**src/rtl/ppm_pkg.sv**
```systemverilog
// Shared definitions for the 1-of-4 PPM line: state encoding, default line timing
// and the CRC-16 (poly 0x1021, init 0xFFFF, MSB-first) byte update.
package ppm_pkg;

  typedef enum logic [2:0] {
    ST_IDLE,
    ST_SOF,
    ST_DATA,
    ST_CRC,
    ST_EOF,
    ST_GUARD
  } ppm_state_e;

  localparam int unsigned PPM_PULSE_W = 1;
  localparam int unsigned PPM_SLOT_W  = 4;
  localparam int unsigned PPM_SOF_GAP = 5;
  localparam int unsigned PPM_EOF_W   = 3;
  localparam int unsigned PPM_GUARD   = 16;

  localparam logic [15:0] CRC16_POLY = 16'h1021;
  localparam logic [15:0] CRC16_INIT = 16'hFFFF;

  function automatic logic [15:0] crc16Byte(input logic [15:0] crc, input logic [7:0] data);
    logic [15:0] c;
    c = crc ^ {data, 8'h00};
    for (int i = 0; i < 8; i++) begin
      c = {c[14:0], 1'b0} ^ (c[15] ? CRC16_POLY : 16'h0000);
    end
    return c;
  endfunction

endpackage

```
**src/rtl/ppm_crc16.sv**
```systemverilog
// Byte-wide CRC-16 accumulator for the PPM transmitter; clear_i reseeds with the
// init value and may coincide with en_i so the first byte folds into a fresh CRC.
module ppm_crc16
  import ppm_pkg::*;
(
  input  logic        clk16_i,
  input  logic        rst_i,
  input  logic        clear_i,
  input  logic        en_i,
  input  logic [7:0]  data_i,
  output logic [15:0] crc_o
);

  logic [15:0] crc_q, crc_d;
  logic [15:0] base;

  always_comb begin
    base  = clear_i ? CRC16_INIT : crc_q;
    crc_d = base;
    if (en_i) begin
      crc_d = crc16Byte(base, data_i);
    end
  end

  always_ff @(posedge clk16_i) begin
    if (rst_i) begin
      crc_q <= CRC16_INIT;
    end else begin
      crc_q <= crc_d;
    end
  end

  assign crc_o = crc_q;

endmodule

```
**src/rtl/ppm_encoder.sv**
```systemverilog
// 1-of-4 PPM frame transmitter: SOF, LSB-pair-first data symbols, optional CRC-16,
// EOF and guard gap on an idle-high line. Optional CRC: define PPM_TX_CRC_EN.
module ppm_encoder
  import ppm_pkg::*;
#(
  parameter int unsigned PULSE_W = PPM_PULSE_W,
  parameter int unsigned SLOT_W  = PPM_SLOT_W,
  parameter int unsigned SOF_GAP = PPM_SOF_GAP,
  parameter int unsigned EOF_W   = PPM_EOF_W,
  parameter int unsigned GUARD   = PPM_GUARD
) (
  input  logic       clk16,
  input  logic       rst,
  input  logic [7:0] tx_data,
  input  logic       tx_valid,
  input  logic       tx_last,
  output logic       tx_ready,
  output logic       Dout,
  output logic       busy,
  output logic       underrun
);

  localparam int unsigned CW = 16;
  localparam logic [CW-1:0] SOF_LAST   = CW'(2 * SOF_GAP - 1);
  localparam logic [CW-1:0] GAP        = CW'(SOF_GAP);
  localparam logic [CW-1:0] GAP_END    = CW'(SOF_GAP + PULSE_W);
  localparam logic [CW-1:0] PW         = CW'(PULSE_W);
  localparam logic [CW-1:0] SLOT       = CW'(SLOT_W);
  localparam logic [CW-1:0] SYM_LAST   = CW'(4 * SLOT_W - 1);
  localparam logic [CW-1:0] EOF_LAST   = CW'(EOF_W - 1);
  localparam logic [CW-1:0] GUARD_LAST = CW'(GUARD - 1);

  // cnt_q counts cycles within SOF/EOF/GUARD and the offset within a symbol in DATA/CRC
  ppm_state_e    state_q, state_d;
  logic [CW-1:0] cnt_q, cnt_d;
  logic [1:0]    sym_q, sym_d;
  logic [7:0]    byte_q, byte_d;
  logic          last_q, last_d;
  logic          dout_q, dout_d;

  logic          symEnd;
  logic          byteEnd;
  logic          accept;
  logic [1:0]    symVal;
  logic [CW-1:0] slotStart;

`ifdef PPM_TX_CRC_EN
  logic          crcLo_q, crcLo_d;
  logic [15:0]   crcVal;

  ppm_crc16 u_crc (
    .clk16_i (clk16),
    .rst_i   (rst),
    .clear_i (state_q == ST_IDLE),
    .en_i    (accept),
    .data_i  (tx_data),
    .crc_o   (crcVal)
  );
`endif

  always_comb begin
    symEnd   = (cnt_q == SYM_LAST);
    byteEnd  = symEnd && (sym_q == 2'd3);
    tx_ready = !rst && ((state_q == ST_IDLE) ||
                        ((state_q == ST_DATA) && byteEnd && !last_q));
    accept   = tx_ready && tx_valid;
    underrun = tx_ready && (state_q == ST_DATA) && !tx_valid;
    busy     = (state_q != ST_IDLE);
  end

  always_comb begin
    state_d = state_q;
    cnt_d   = cnt_q + CW'(1);
    sym_d   = sym_q;
    byte_d  = byte_q;
    last_d  = last_q;
`ifdef PPM_TX_CRC_EN
    crcLo_d = crcLo_q;
`endif
    case (state_q)
      ST_IDLE: begin
        cnt_d = '0;
        sym_d = '0;
        if (accept) begin
          state_d = ST_SOF;
          byte_d  = tx_data;
          last_d  = tx_last;
        end
      end
      ST_SOF: begin
        if (cnt_q == SOF_LAST) begin
          state_d = ST_DATA;
          cnt_d   = '0;
          sym_d   = '0;
        end
      end
      ST_DATA: begin
        if (symEnd) begin
          cnt_d = '0;
          sym_d = sym_q + 2'd1;
          if (byteEnd) begin
            if (!last_q) begin
              // a starved source ends the frame early without a CRC
              if (accept) begin
                byte_d = tx_data;
                last_d = tx_last;
              end else begin
                state_d = ST_EOF;
              end
            end else begin
`ifdef PPM_TX_CRC_EN
              state_d = ST_CRC;
              byte_d  = crcVal[15:8];
              crcLo_d = 1'b0;
`else
              state_d = ST_EOF;
`endif
            end
          end
        end
      end
`ifdef PPM_TX_CRC_EN
      ST_CRC: begin
        if (symEnd) begin
          cnt_d = '0;
          sym_d = sym_q + 2'd1;
          if (byteEnd) begin
            if (!crcLo_q) begin
              byte_d  = crcVal[7:0];
              crcLo_d = 1'b1;
            end else begin
              state_d = ST_EOF;
            end
          end
        end
      end
`endif
      ST_EOF: begin
        if (cnt_q == EOF_LAST) begin
          state_d = ST_GUARD;
          cnt_d   = '0;
        end
      end
      ST_GUARD: begin
        if (cnt_q == GUARD_LAST) begin
          state_d = ST_IDLE;
          cnt_d   = '0;
        end
      end
      default: begin
        state_d = ST_IDLE;
        cnt_d   = '0;
      end
    endcase
  end

  // The line level is decoded from the next state so Dout comes straight off a flop
  always_comb begin
    case (sym_d)
      2'd0:    symVal = byte_d[1:0];
      2'd1:    symVal = byte_d[3:2];
      2'd2:    symVal = byte_d[5:4];
      default: symVal = byte_d[7:6];
    endcase
    slotStart = CW'(symVal) * SLOT;
    dout_d    = 1'b1;
    case (state_d)
      ST_SOF:          dout_d = !((cnt_d < PW) || ((cnt_d >= GAP) && (cnt_d < GAP_END)));
      ST_DATA, ST_CRC: dout_d = !((cnt_d >= slotStart) && (cnt_d < slotStart + PW));
      ST_EOF:          dout_d = 1'b0;
      default:         dout_d = 1'b1;
    endcase
  end

  always_ff @(posedge clk16) begin
    if (rst) begin
      state_q <= ST_IDLE;
      cnt_q   <= '0;
      sym_q   <= '0;
      byte_q  <= '0;
      last_q  <= 1'b0;
      dout_q  <= 1'b1;
    end else begin
      state_q <= state_d;
      cnt_q   <= cnt_d;
      sym_q   <= sym_d;
      byte_q  <= byte_d;
      last_q  <= last_d;
      dout_q  <= dout_d;
    end
  end

`ifdef PPM_TX_CRC_EN
  always_ff @(posedge clk16) begin
    if (rst) begin
      crcLo_q <= 1'b0;
    end else begin
      crcLo_q <= crcLo_d;
    end
  end
`endif

  assign Dout = dout_q;

endmodule

```
**config.mk**
```make
export PLATFORM = sky130hd
export DESIGN_NAME = ppm_encoder
export DESIGN_NICKNAME = d
export VERILOG_FILES = /design/src/rtl/ppm_pkg.sv /design/src/rtl/ppm_crc16.sv /design/src/rtl/ppm_encoder.sv
export SDC_FILE = /design/constraint.sdc
export NUM_CORES = 1
export LEC_CHECK = 0
export CORE_ASPECT_RATIO = 1.5
export CORE_MARGIN = 1
export CORE_UTILIZATION = 58
export DETAILED_ROUTE_END_ITERATION = 10
export HOLD_SLACK_MARGIN = 0.06
export PLACE_DENSITY = 0.8
export SYNTH_ARGS = -nofsm -noshare
export SYNTH_HDL_FRONTEND = slang
export SYNTH_SLANG_ARGS = --single-unit
```
**constraint.sdc**
```tcl
create_clock -name clk16 -period 3.2 [get_ports clk16]
set_input_delay 0.48 -clock clk16 [delete_from_list [all_inputs] [get_ports clk16]]
set_output_delay 0.48 -clock clk16 [all_outputs]
set_load 0.01 [all_outputs]
```
Yosys cells after proc, flatten, opt, wreduce, memory -nomap -nowiden

Cells that the tools add are included.

Bits in registers: 31
Bits of input ports: 12
Output and inout bits: 4
Word-level logic and storage cells: 83

Add/subtract/negate cells: 3
Reduce and logical (&&, ||, !) cells: 23
Equal/unequal tests: 17
Magnitude comparators: 5
Mux-type cells: 29

Operators by type and width:

| operator                                                     | number |
|---|---|
| two-way mux 16 bit                                           | 3 |
| one-hot mux 16 bit (3 select lines)                          | 1 |
| == test 16 x 4 -> 1 bit (second input constant)              | 2 |
| two-way mux 8 bit                                            | 4 |
| two-way mux 3 bit                                            | 8 |
| adder 16 x 1 -> 16 bit (second input constant)               | 1 |
| == test 16 x 2 -> 1 bit (second input constant)              | 1 |
| >= comparator 16 x 3 -> 1 bit (second input constant)        | 1 |
| >= comparator 16 x 4 -> 1 bit                                | 1 |
| less-than comparator 16 x 1 -> 1 bit (second input constant) | 1 |
| less-than comparator 16 x 3 -> 1 bit (second input constant) | 1 |
| less-than comparator 16 x 5 -> 1 bit                         | 1 |
| one-hot mux 8 bit (2 select lines)                           | 1 |
| one-hot mux 3 bit (5 select lines)                           | 1 |
| one-hot mux 2 bit (3 select lines)                           | 2 |
| == test 3 x 2 -> 1 bit (second input constant)               | 3 |
| == test 3 bit (second input constant)                        | 3 |
| logical AND 1 bit                                            | 9 |
| == test 3 x 1 -> 1 bit (second input constant)               | 2 |
| inequality test 2 bit (second input constant)                | 3 |
| adder 4 x 1 -> 5 bit (second input constant)                 | 1 |
| zero test 1 bit                                              | 5 |
| two-way mux 1 bit                                            | 5 |
| == test 2 bit (second input constant)                        | 2 |
| other kinds (12)                                             | 15 |

Logic depth before layout (Yosys ltp)

Depth in word-level cells: 18
Mapped depth: 15
Gate-level depth less buffers: 14

Least setup slack after synthesis

No wires, ideal clock.

Path type: register to register
Start point: register cnt_q[0]
End point: register dout_q (netlist: Dout)
Arrival time: 2695 ps
Data required time: 3062 ps
Clock period less this slack: 2833 ps
Path slack: 367 ps
Buffers on the path: 2
Setup time: 138 ps
Stages on the path, launching flop included: 14
Path through: dfxtp_1 -> ha_1 -> and3_1 -> clkbuf_1 -> nand4_1 -> o31a_1 -> buf_4 -> a31oi_1 -> a32oi_1 -> mux2_2 -> ha_1 -> o2111ai_1 -> nand3_1 -> nand4_1

Word-level cells in the longest chain between the ends: 18

RTL lines:

| element                              | line                                  | text |
|---|---|---|
| from (decl)                          | ppm_encoder.sv:35                     | `logic [CW-1:0] cnt_q, cnt_d;` |
| from (signal assigned)               | ppm_encoder.sv:185                    | `cnt_q <= cnt_d;` |
| == test 16 x 4 -> 1 bit              | ppm_encoder.sv:62, ppm_encoder.sv:145 |  |
| logical AND 1 bit                    | ppm_encoder.sv:63                     | `byteEnd = symEnd && (sym_q == 2'd3);` |
| logical AND 1 bit (2 in series)      | ppm_encoder.sv:65                     | `((state_q == ST_DATA) && byteEnd && !last_q));` |
| logical OR 1 bit                     | ppm_encoder.sv:64                     | `tx_ready = !rst && ((state_q == ST_IDLE) \|\|` |
| logical AND 1 bit                    | ppm_encoder.sv:64                     |  |
| logical AND 1 bit                    | ppm_encoder.sv:66                     | `accept = tx_ready && tx_valid;` |
| two-way mux 8 bit                    | ppm_encoder.sv:84, ppm_encoder.sv:104 |  |
| two-way mux 8 bit                    | ppm_encoder.sv:102                    | `if (!last_q) begin` |
| two-way mux 8 bit                    | ppm_encoder.sv:101                    | `if (byteEnd) begin` |
| two-way mux 8 bit                    | ppm_encoder.sv:98                     | `if (symEnd) begin` |
| one-hot mux 8 bit (2 select lines)   | ppm_encoder.sv:80                     | `case (state_q)` |
| one-hot mux 2 bit (3 select lines)   | ppm_encoder.sv:159                    | `case (sym_d)` |
| adder 4 x 1 -> 5 bit                 | ppm_encoder.sv:169                    | `ST_DATA, ST_CRC: dout_d = !((cnt_d >= slotStart) && (cnt_d < slotStart + PW));` |
| less-than comparator 16 x 5 -> 1 bit | ppm_encoder.sv:169                    |  |
| logical AND 1 bit                    | ppm_encoder.sv:169                    |  |
| zero test 1 bit                      | ppm_encoder.sv:169                    |  |
| one-hot mux 1 bit (3 select lines) * | ppm_encoder.sv:167                    | `case (state_d)` |
| to (signal assigned)                 | ppm_encoder.sv:189                    | `dout_q <= dout_d;` |
| to (decl)                            | ppm_encoder.sv:39                     | `logic dout_q, dout_d;` |

Mark *: on every way between the ends. The rest lies on a longest branch, timed or not.
A chain may end at the register's enable or synchronous reset.

Final worst setup path

Start point: register cnt_q[12]
End point: output port tx_ready

Word-level cells in the longest chain between the ends: 6

RTL lines:

| element                         | line              | text |
|---|---|---|
| == test 16 x 4 -> 1 bit         | ppm_encoder.sv:62 | `symEnd = (cnt_q == SYM_LAST);` |
| logical AND 1 bit               | ppm_encoder.sv:63 |  |
| logical AND 1 bit (2 in series) | ppm_encoder.sv:65 |  |
| logical OR 1 bit                | ppm_encoder.sv:64 |  |
| logical AND 1 bit               | ppm_encoder.sv:64 |  |
| to (decl)                       | ppm_encoder.sv:17 | `output logic tx_ready,` |

No other way between the ends.

==> impl_metrics.env <==
export IMPL_yosys_top_cells_area="dfxtp_1 (30%), nor2_1 (5.7%), nand3_1 (5.4%)"
export IMPL_rsz0062_at_grt="false"
export IMPL_synthAdderAreaFrac=0.0429
export IMPL_clkLatencyLatePin_ns=0.29
export IMPL_r2r_end="Dout"
export IMPL_die_x_um=50.4
export IMPL_routabilityCongestion=0.805
export IMPL_period_share=0.957
export IMPL_synth_compound_area_frac=0.205
export IMPL_avgSynthCellArea_um2=7.91
export IMPL_power_leakage_uw=0.000859
export IMPL_slew_limit_headroom=0.617
export IMPL_max_vdd_ir_drop_v=0.000370
export IMPL_p_comb_frac=0.087
export IMPL_setup_viol=0
export IMPL_ctsHtreeMaxLevel=2
export IMPL_detail_route_antenna_nets=0
export IMPL_power_density_nw_per_um2=371
export IMPL_r2r_start="cnt_q[12]"
export IMPL_netlist_instances=258
export IMPL_clkPwrFrac=0.457
export IMPL_dp_hpwl_um=3450
export IMPL_synth_xor_area_share=0.0644
export IMPL_root_buffer="clkbuf_8"
export IMPL_final_max_slew_violation_count=0
export IMPL_hold_viol=0
export IMPL_routed_via_density=6.22
export IMPL_pin_count=16
export IMPL_async_reset_ff_frac=0
export IMPL_r2r_setup_slack_ns=0.26
export IMPL_cts_buffers=5
export IMPL_nNetsFinal=293
export IMPL_worstSetupPathType="reg -> out"
export IMPL_synth_top_area_frac=0.304
export IMPL_synth_seq_area_share=0.304
export IMPL_switching_power_uw=198
export IMPL_most_common_layout_cells="dfxtp_1 (30), nor2_1 (30), nand3_1 (22)"
export IMPL_ys_types=50
export IMPL_synth_fp_nets=277
export IMPL_yosysWarnings=0
export IMPL_syn_area_um2=2040
export IMPL_critPathCaptureType="primary output"
export IMPL_whs_path_depth=2
export IMPL_synth_simple_gate_area_frac=0.308
export IMPL_skew_ns=0.00521
export IMPL_use_met3=0.0465
export IMPL_synth_mux_area_frac=0.0202
export IMPL_whs_endpoint="byte_q[7]"
export IMPL_fillCellCount=298
export IMPL_layout_drive_gt1_share=0.120
export IMPL_antennaDiodeCount=0
export IMPL_final_setup_tns_ns=0
export IMPL_top_usage_layer="met2"
export IMPL_swShare=0.225
export IMPL_critPathLaunchType="flop"
export IMPL_min_from="byte_q[7]"
export IMPL_dpl_cell_count=303
export IMPL_chipHeight_um=74.6
export IMPL_antenna_found_initial=0
export IMPL_grt_util_met1=0.283
export IMPL_grt_usage=0.271
export IMPL_clock_sinks=31
export IMPL_overflow=0
export IMPL_min_period_ns=3.06
export IMPL_synth_top_family_by_area="simple AND/OR/NAND/NOR gates"
export IMPL_drt_wl_total_um=5020
export IMPL_start_util=0.603
export IMPL_p_seq_frac=0.457
export IMPL_grt_pass1_wl_um=7800
export IMPL_dr_pass1_iters=4
export IMPL_clock_fmax_ghz=0.326
export IMPL_cts_tree="done"
export IMPL_reg2reg_depth=12
export IMPL_wl_per_cell_um=15.8
export IMPL_flow_area_growth_from_synthesis_pct=16.6
export IMPL_die_area_um2=3760
export IMPL_synth_top_cell_by_area="dfxtp_1"
export IMPL_final_cell_count_no_fill=317
export IMPL_worst_pin_slew_ns=0.574
export IMPL_drv_cap=0
export IMPL_run_status="complete, no violations"
export IMPL_port_buffer_count=15
export IMPL_via_count=1972
export IMPL_ctsLongestPathBuffers=2
export IMPL_coreArea_um2=3380
export IMPL_worstPathArrival_ns=2.58
export IMPL_synth_edff_count=0
export IMPL_ys_seq_elements=31
export IMPL_synth_flop_cell="dfxtp_1"
export IMPL_drcViolationCount=0
export IMPL_crit_fanout=9
export IMPL_hold_path_class="reg -> reg"
export IMPL_p_int_uw=684
export IMPL_grt_pass1_vias=1699
export IMPL_grt_max_degree=16
export IMPL_rows=26
export IMPL_use_met2=0.516
export IMPL_drt_iter0_drc=68
export IMPL_cp_required_ns=2.72
export IMPL_cts_reportedPaths_clkPinSlew_ns=0.07
layer usage:
| layer | part of all wire | vias to the layer above |
|---|---|---|
| met5 | 0 | - |
| met4 | 0.038 | 0 |
| met3 | 0.031 | 19 |
| met2 | 0.52 | 60 |
| met1 | 0.41 | 913 |
| li1 | - | 980 |
Yosys cell counts (2+ instances only):
cell type / number
nor3_1: 3
dfxtp_1: 31
o21ai_0: 11
inv_1: 10
a21oi_1: 16
a31oi_1: 7
xor2_1: 8
clkbuf_1: 6
nand4_1: 9
nand2b_1: 4
a22oi_1: 2
nor2_1: 31
buf_2: 6
o22ai_1: 4
o31a_1: 3
nand3_1: 22
xnor2_1: 7
o21ai_1: 2
ha_1: 7
mux2i_1: 3
o2111ai_1: 3
and3_1: 5
and2_1: 2
o41ai_1: 2
a32oi_1: 4
nor4_4: 3
and4_2: 2
nand2_1: 21
nor2b_1: 3
cell families (layout without fill, tap and decap cells):
family,after synthesis,in the layout
AND/OR/NAND/NOR,114,114
adder cells (fa/ha/maj),7,7
AO/OA/AOI/OAI,62,63
flip-flops,31,31
multiplexers,4,4
XOR/XNOR,15,15
buffers and inverters,25,41
power groups by stage:
stage                     combinational [uW]  clock, uW  sequential, uW
final                                   76.3        403             403
after global routing                    82.6        427             403
after CTS                               75.0        406             402
after detailed placement                74.6          0             410
after global placement                  73.9          0             410
after floorplan                         44.0          0             407
layout make-up:
| class | count | area (um^2) | share of cell area |
|---|---|---|---|
| well taps | 42 | 52.6 | 0.0221 |
| clock inverters | 2 | 35.0 | 0.0147 |
| inverters | 10 | 37.5 | 0.0158 |
| repair buffers | 23 | 210 | 0.0883 |
| clock buffers | 6 | 82.6 | 0.0347 |
| flip-flops and latches | 31 | 622 | 0.261 |
| multi-input cells | 203 | 1340 | 0.563 |
metrics by stage:
stage                      util  instance area, um^2  setup WS [ns]  hold WS (ns)  power [uW]
after floorplan               -                 2040          0.367         0.427         451
after global placement    0.647                 2190          0.235         0.449         484
after detailed placement  0.647                 2190          0.106         0.455         485
after CTS                 0.683                 2310         0.0748         0.464         883
after global routing      0.703                 2380        0.00537         0.480         912
final                     0.703                 2380          0.137         0.462         882
how the worst max path moves through the flow:
stage	end	slack [ns]	start
floorplan	Dout	0.37	cnt_q[0]
global placement	Dout	0.24	cnt_q[0]
detailed placement	Dout	0.11	cnt_q[0]
CTS	tx_ready	0.07	cnt_q[1]
global route	Dout	0.005	cnt_q[7]
finish	tx_ready	0.14	cnt_q[12]
flip-flops by register name (all words and copies together), names as in the netlist:
| signal | count |
|---|---|
| last_q | 1 |
| state_q | 3 |
| sym_q | 2 |
| byte_q | 8 |
| Dout | 1 |
| cnt_q | 16 |
timing repair:
item | CTS | global route
hold buffers | 0 | 0
pin swaps | 0 | 2
gates cloned | 0 | 1
setup endpoints to repair | 2 | 3
buffers inserted | 0 | 5
resized for setup | 2 | 4
critical path, cell delays in order (launching register included):
cell	delay [ns]
dfxtp_1	0.38
nor4_4	0.40
buf_4	0.19
and4_1	0.23
nand4b_1	0.11
a21oi_1	0.23
buf_4	0.21
clkdlybuf4s50_1	0.54
Note: power is estimated with default switching activity, not from simulation.
